### src/rtl/conv1_pkg.sv
// Shared widths, pixel/window types and FSM encoding for the conv1 window generator.
package conv1_pkg;

  localparam int unsigned DW    = 16;
  localparam int unsigned CH    = 3;
  localparam int unsigned TAPS  = 9;
  localparam int unsigned PIX_W = DW * CH;
  localparam int unsigned ACT_W = PIX_W * TAPS;

  typedef logic [PIX_W-1:0] pix_t;
  typedef logic [ACT_W-1:0] act_t;

  typedef enum logic [1:0] {
    ST_IDLE   = 2'd0,
    ST_ACTIVE = 2'd1,
    ST_DONE   = 2'd2
  } state_e;

  // Bit offset of channel ch of tap k inside the flattened window.
  function automatic int unsigned act_offset(input int unsigned ch, input int unsigned k);
    return (ch * TAPS * DW) + (k * DW);
  endfunction

endpackage

### src/rtl/conv1_line_buf.sv
// One-row pixel delay: reading address a returns the pixel written there one row earlier.
module conv1_line_buf
  import conv1_pkg::*;
#(
  parameter int unsigned IMG_W = 8
) (
  input  logic clk,
  input  logic rst,
  input  logic wr_en_i,
  input  logic restart_i,
  input  pix_t wr_data_i,
  output pix_t rd_data_c
);

  localparam int unsigned AW = (IMG_W > 1) ? $clog2(IMG_W) : 1;

  pix_t          mem_q [IMG_W];
  logic [AW-1:0] ptr_q;
  logic [AW-1:0] ptr_d;
  logic [AW-1:0] addr_c;

  // A restarting frame writes column 0 regardless of where the pointer was.
  always_comb begin
    addr_c = restart_i ? '0 : ptr_q;
    ptr_d  = ptr_q;
    if (wr_en_i) begin
      ptr_d = (addr_c == AW'(IMG_W - 1)) ? '0 : addr_c + AW'(1);
    end
  end

  assign rd_data_c = mem_q[addr_c];

  always_ff @(posedge clk) begin
    if (rst) begin
      ptr_q <= '0;
    end else begin
      ptr_q <= ptr_d;
    end
  end

  // Storage holds no reset; stale rows are never emitted.
  always_ff @(posedge clk) begin
    if (wr_en_i) begin
      mem_q[addr_c] <= wr_data_i;
    end
  end

endmodule

### src/rtl/conv1_window_gen.sv
// Streams 3x3x3 convolution windows out of a raster pixel stream.
// Optional build macro CONV1_WIN_STRIDE2_EN selects stride 2 (default stride 1).
module conv1_window_gen
  import conv1_pkg::*;
#(
  parameter int unsigned IMG_W = 8,
  parameter int unsigned IMG_H = 8
) (
  input  logic             clk,
  input  logic             rst,
  input  logic             in_valid,
  input  logic             in_sof,
  input  logic [PIX_W-1:0] in_pixel,
  output logic             in_ready,
  output logic             valid,
  output logic [ACT_W-1:0] input_act,
  output logic             frame_done,
  output logic             sof_err
);

  localparam int unsigned CW = $clog2(IMG_W);
  localparam int unsigned RW = $clog2(IMG_H);

`ifdef CONV1_WIN_STRIDE2_EN
  localparam int unsigned LAST_WR = (IMG_H - 1) - ((IMG_H - 1) % 2);
  localparam int unsigned LAST_WC = (IMG_W - 1) - ((IMG_W - 1) % 2);
`else
  localparam int unsigned LAST_WR = IMG_H - 1;
  localparam int unsigned LAST_WC = IMG_W - 1;
`endif

  state_e        state_q;
  state_e        state_d;
  logic [CW-1:0] col_q;
  logic [CW-1:0] col_d;
  logic [RW-1:0] row_q;
  logic [RW-1:0] row_d;
  logic          in_ready_q;
  logic          in_ready_d;
  logic          valid_q;
  logic          valid_d;
  logic          frame_done_q;
  logic          frame_done_d;
  logic          sof_err_q;
  logic          sof_err_d;
  act_t          act_q;
  act_t          act_d;
  pix_t          win_q [3][3];
  pix_t          win_d [3][3];

  logic          acc_c;
  logic          take_c;
  logic [CW-1:0] pcol_c;
  logic [RW-1:0] prow_c;
  logic          last_pix_c;
  logic          stride_ok_c;
  logic          emit_c;
  pix_t          lb0_rd_c;
  pix_t          lb1_rd_c;
  act_t          act_pack_c;

  assign in_ready   = in_ready_q;
  assign valid      = valid_q;
  assign frame_done = frame_done_q;
  assign sof_err    = sof_err_q;
  assign input_act  = act_q;

  // Pixels outside a frame are only taken when they open one.
  assign acc_c      = in_valid & in_ready_q;
  assign take_c     = acc_c & (in_sof | (state_q == ST_ACTIVE));
  assign pcol_c     = in_sof ? '0 : col_q;
  assign prow_c     = in_sof ? '0 : row_q;
  assign last_pix_c = (prow_c == RW'(IMG_H - 1)) && (pcol_c == CW'(IMG_W - 1));

`ifdef CONV1_WIN_STRIDE2_EN
  assign stride_ok_c = ~prow_c[0] & ~pcol_c[0];
`else
  assign stride_ok_c = 1'b1;
`endif

  assign emit_c = take_c && (prow_c >= RW'(2)) && (pcol_c >= CW'(2)) && stride_ok_c;

  // lb0 delays the input by one row, lb1 delays lb0 by one more.
  conv1_line_buf #(.IMG_W(IMG_W)) u_lb0 (
    .clk       (clk),
    .rst       (rst),
    .wr_en_i   (take_c),
    .restart_i (in_sof),
    .wr_data_i (in_pixel),
    .rd_data_c (lb0_rd_c)
  );

  conv1_line_buf #(.IMG_W(IMG_W)) u_lb1 (
    .clk       (clk),
    .rst       (rst),
    .wr_en_i   (take_c),
    .restart_i (in_sof),
    .wr_data_i (lb0_rd_c),
    .rd_data_c (lb1_rd_c)
  );

  // Window shifts left; the new right column is (row-2, row-1, row).
  always_comb begin
    win_d = win_q;
    if (take_c) begin
      for (int r = 0; r < 3; r++) begin
        win_d[r][0] = win_q[r][1];
        win_d[r][1] = win_q[r][2];
      end
      win_d[0][2] = lb1_rd_c;
      win_d[1][2] = lb0_rd_c;
      win_d[2][2] = in_pixel;
    end
  end

  always_comb begin
    act_pack_c = '0;
    for (int k = 0; k < int'(TAPS); k++) begin
      for (int ch = 0; ch < int'(CH); ch++) begin
        act_pack_c[act_offset(ch, k) +: DW] = win_d[k / 3][k % 3][ch * DW +: DW];
      end
    end
  end

  always_comb begin
    state_d      = state_q;
    col_d        = col_q;
    row_d        = row_q;
    valid_d      = 1'b0;
    frame_done_d = 1'b0;
    sof_err_d    = 1'b0;
    act_d        = act_q;
    in_ready_d   = 1'b1;
    case (state_q)
      ST_IDLE, ST_ACTIVE: begin
        if (take_c) begin
          sof_err_d = in_sof && (state_q == ST_ACTIVE);
          if (last_pix_c) begin
            state_d = ST_DONE;
            col_d   = '0;
            row_d   = '0;
          end else begin
            state_d = ST_ACTIVE;
            if (pcol_c == CW'(IMG_W - 1)) begin
              col_d = '0;
              row_d = prow_c + RW'(1);
            end else begin
              col_d = pcol_c + CW'(1);
              row_d = prow_c;
            end
          end
          if (emit_c) begin
            valid_d      = 1'b1;
            act_d        = act_pack_c;
            frame_done_d = (prow_c == RW'(LAST_WR)) && (pcol_c == CW'(LAST_WC));
          end
        end
      end
      ST_DONE: begin
        state_d = ST_IDLE;
      end
      default: begin
        state_d = ST_IDLE;
      end
    endcase
    in_ready_d = (state_d != ST_DONE);
  end

  always_ff @(posedge clk) begin
    if (rst) begin
      state_q      <= ST_IDLE;
      col_q        <= '0;
      row_q        <= '0;
      in_ready_q   <= 1'b1;
      valid_q      <= 1'b0;
      frame_done_q <= 1'b0;
      sof_err_q    <= 1'b0;
      act_q        <= '0;
      for (int r = 0; r < 3; r++) begin
        for (int c = 0; c < 3; c++) begin
          win_q[r][c] <= '0;
        end
      end
    end else begin
      state_q      <= state_d;
      col_q        <= col_d;
      row_q        <= row_d;
      in_ready_q   <= in_ready_d;
      valid_q      <= valid_d;
      frame_done_q <= frame_done_d;
      sof_err_q    <= sof_err_d;
      act_q        <= act_d;
      win_q        <= win_d;
    end
  end

endmodule

### config.mk
export PLATFORM = sky130hd
export DESIGN_NAME = conv1_window_gen
export DESIGN_NICKNAME = d
export VERILOG_FILES = /design/src/rtl/conv1_pkg.sv /design/src/rtl/conv1_line_buf.sv /design/src/rtl/conv1_window_gen.sv
export SDC_FILE = /design/constraint.sdc
export NUM_CORES = 2
export LEC_CHECK = 0
export ABC_CLOCK_PERIOD_IN_PS = 19400
export CORE_ASPECT_RATIO = 1.2
export CORE_UTILIZATION = 30
export CTS_BUF_LIST = sky130_fd_sc_hd__clkbuf_4 sky130_fd_sc_hd__clkbuf_8 sky130_fd_sc_hd__clkbuf_16
export DETAILED_ROUTE_END_ITERATION = 10
export GPL_TIMING_DRIVEN = 1
export SLEW_MARGIN = 20
export SYNTH_ARGS = -nofsm -noshare
export SYNTH_HDL_FRONTEND = slang
export SYNTH_SLANG_ARGS = --single-unit
### constraint.sdc
create_clock -name clk -period 19.4 [get_ports clk]
set_input_delay 3.88 -clock clk [delete_from_list [all_inputs] [get_ports clk]]
set_output_delay 3.88 -clock clk [all_outputs]
set_load 0.02 [all_outputs]
==> run metrics <==
CTS hold repair buffers 0; Yosys cell types 55; initial antenna violation count 16; Worst-path clk slew around 60 ps; DRT antenna net count 0; Rows approximately 180; WL final about 190,000 µm; final slew viol count 0; DR WL/cell 22.8 µm; die area about 210,000 µm²; DR DRC count 0; post-route minimum period about 7700 ps; Max Fclk 0.130 GHz; Setup Total Neg Slack 0 ps; Synthesized Nets around 5,000; hold_ws 459 ps; Mapped Cells just under 5,000; maximum fanout along the worst path 64; CTS tree yes; Synth top cells by count 882 x dfxtp_1, 768 x edfxtp_1, 604 x mux2i_1, 505 x nor2_1, 500 x a21oi_1; CP Launch Type primary input; Slew @ Worst Pin roughly 1100 ps; largest family of logic cells by synthesized area compound AO/OA/AOI/OAI gates; CTS Buf Count 158; prevailing post-synth register cell dfxtp_1; GR Overflow Total 0; post-synthesis mux area share about a tenth; top post-synthesis cells by area edfxtp_1 36%, dfxtp_1 28%, mux2i_1 9.5%; Num Clock Sinks 1,650; compound-gate portion of the synthesized area between 10% and 20%; drt pass-1 iters 6; largest net degree at the start of global routing ~170; GPL Wtd Cong roughly 0.79; Post-synth EDFFs between 700 and 800; fin crit share slightly below 40%; Die W between 400 and 500 µm; cts repair resizes 0; crit path cell chain buf_6, buf_4, nor2_1, nor3_4, buf_4, buf_4, buf_4, buf_16, a21oi_1, a211oi_2; Slew HR 23.7%; vias per inst around 5.0; Skew-Pair Late Insertion Delay about 800 ps; Layout Skew 37.8 ps; I/O pin count roughly 490; RSZ-0062 raised after global routing false; Finish-stage setup viols 0; Power Density ~96 nW/µm²; yosys warns 0; via count 40,900; buffer count from post-CTS setup fixing 0; Worst path slowest cell buf_4; simple-gate share of the synthesized area ~7.2%; GRT Overall Usage between 15 and 20%; Worst EP required between 20,000 and 25,000 ps; post-DP HPWL about 120,000 µm; max-cap violation count 0; critical path type in2reg; XOR/XNOR Fraction of Synth Area 0%; effective utilization at floorplan about 30%; vias in the first global route 40,400; sequential share of the synthesized area between 60% and 70%; Core Area about 210,000 µm²; Max VDD drop 0.0940 mV; area leader, netlist edfxtp_1; worst-case clock buffer depth 3; Hold Path Class reg2reg; leak pwr 25.2 nW; mapped cell area approximately 64,000 µm²; top-count cell post-synth dfxtp_1; Synth top area share roughly 36%; Starting DRT DRC Count between 2,000 and 3,000; Area growth syn-to-layout 20.0%; Final #Nets ~5,300; ys async rst share 0%; first-pass GRT wire length approximately 270,000 µm; Worst setup EP type register; # port buffers roughly 490; cell mode on critical path buf_4; register bit count reported by yosys about 1,700; # fillers approximately 20,000; Worst path max stage delay 790 ps; final hold vios 0; syn_area_per_cell between 10 and 15 µm²; status finished clean; layout cell share with drive strength beyond 1 15.2%; root buf cell clkbuf_16; post-synthesis adder-cell area fraction less than 1%; chip height around 500 µm; H-Tree Depth 4; CP arrival approximately 8400 ps
[layout make-up]
type / instances / area (µm²) / area share (%)
multi-input combinational: 2864 / 21000 / 27.4
sequential: 1650 / 40700 / 53.3
clock inverter: 83 / 822 / 1.08
inverter: 9 / 35.0 / 0.0458
antenna: 7 / 17.5 / 0.0229
timing repair buffer: 592 / 5840 / 7.65
tap: 2790 / 3490 / 4.57
clock buffer: 214 / 4550 / 5.95
[cells by family after synthesis]
group | Yosys count
DFF | 1650
buffers and inverters | 448
and+or+nand+nor | 943
adders and majority gates | 7
AOI/OAI and AO/OA | 1306
muxes | 608
[report_power, final]
part / total, W / leakage [nW] / internal, W / switching [W]
clock network: 0.00314 / 2.68 / 0.00178 / 0.00137
logic: 0.000435 / 8.44 / 0.000128 / 0.000307
registers: 0.00374 / 14.1 / 0.00371 / 0.0000326
total: 0.00732 / 25.2 / 0.00561 / 0.00171
[per-stage QoR]
step | power, W | utilization [%] | cell area, µm² | setup WS, ps | cells
3_5_place_dp | 0.00426 | 33.8 | 71000 | 10920 | 7902
4_1_cts | 0.00739 | 36.3 | 76300 | 11760 | 8199
2_1_floorplan | 0.00410 | - | 63700 | 9380 | 4962
3_3_place_gp | 0.00424 | 33.7 | 70900 | 10930 | 7900
6_report | 0.00732 | 36.4 | 76400 | 11690 | 8209
5_1_grt | 0.00756 | 36.4 | 76400 | 11520 | 8204
[layer usage]
| metal | wire length, µm | GRT usage (%) |
|---|---|---|
| met1 | 75900 | 20.3 |
| met2 | 96000 | 30.0 |
| met3 | 8660 | 3.01 |
| met4 | 6590 | 6.28 |
| met5 | 113 | 0 |
[cell usage in the layout (no fill, tap or decap), types with 30 or more instances in the layout]
master | netlist | routed
nor2b_1 | 31 | 30
o211ai_1 | 32 | 32
nor2_1 | 505 | 501
o21ai_1 | 31 | 30
a211oi_1 | 66 | 64
edfxtp_1 | 768 | 768
o21ai_0 | 142 | 142
nand2_1 | 122 | 122
o22ai_1 | 97 | 97
clkbuf_4 | 1 | 32
buf_4 | 66 | 94
a211oi_2 | 384 | 386
nor4_1 | 62 | 53
a21oi_1 | 500 | 499
clkbuf_16 | 0 | 160
dfxtp_1 | 882 | 879
clkdlybuf4s50_1 | 0 | 485
mux2i_1 | 604 | 604
nand2b_1 | 61 | 61
nand3b_1 | 59 | 59
[registers in the layout, summed over array words and instances, names as in the netlist]
| signal | cells |
|---|---|
| input_act | 432 |
| win_q | 432 |
| u_lb0.mem_q | 384 |
| u_lb1.mem_q | 384 |
| col_q | 3 |
| row_q | 3 |
| u_lb0.ptr_q | 3 |
| u_lb1.ptr_q | 3 |
| state_q | 2 |
| frame_done | 1 |
| in_ready | 1 |
| sof_err | 1 |
| valid | 1 |
[path summary, 6_finish.rpt]
path | depth (start not counted) | end | slack, ps | from
max | 10 | input_act[167] | 11690 | in_sof
max reg2reg | 8 | input_act[170] | 14900 | state_q[1]
min | 2 | col_q[1] | 460 | col_q[1]
min reg2reg | 2 | col_q[1] | 460 | col_q[1]
[worst max-delay path, delay by kind of cell]
kind            cells  cell delay [ps]
compound gates      2              350
buf+inv             6             3450
simple gates        2              380
Note: power is estimated with default switching activity, not from simulation.
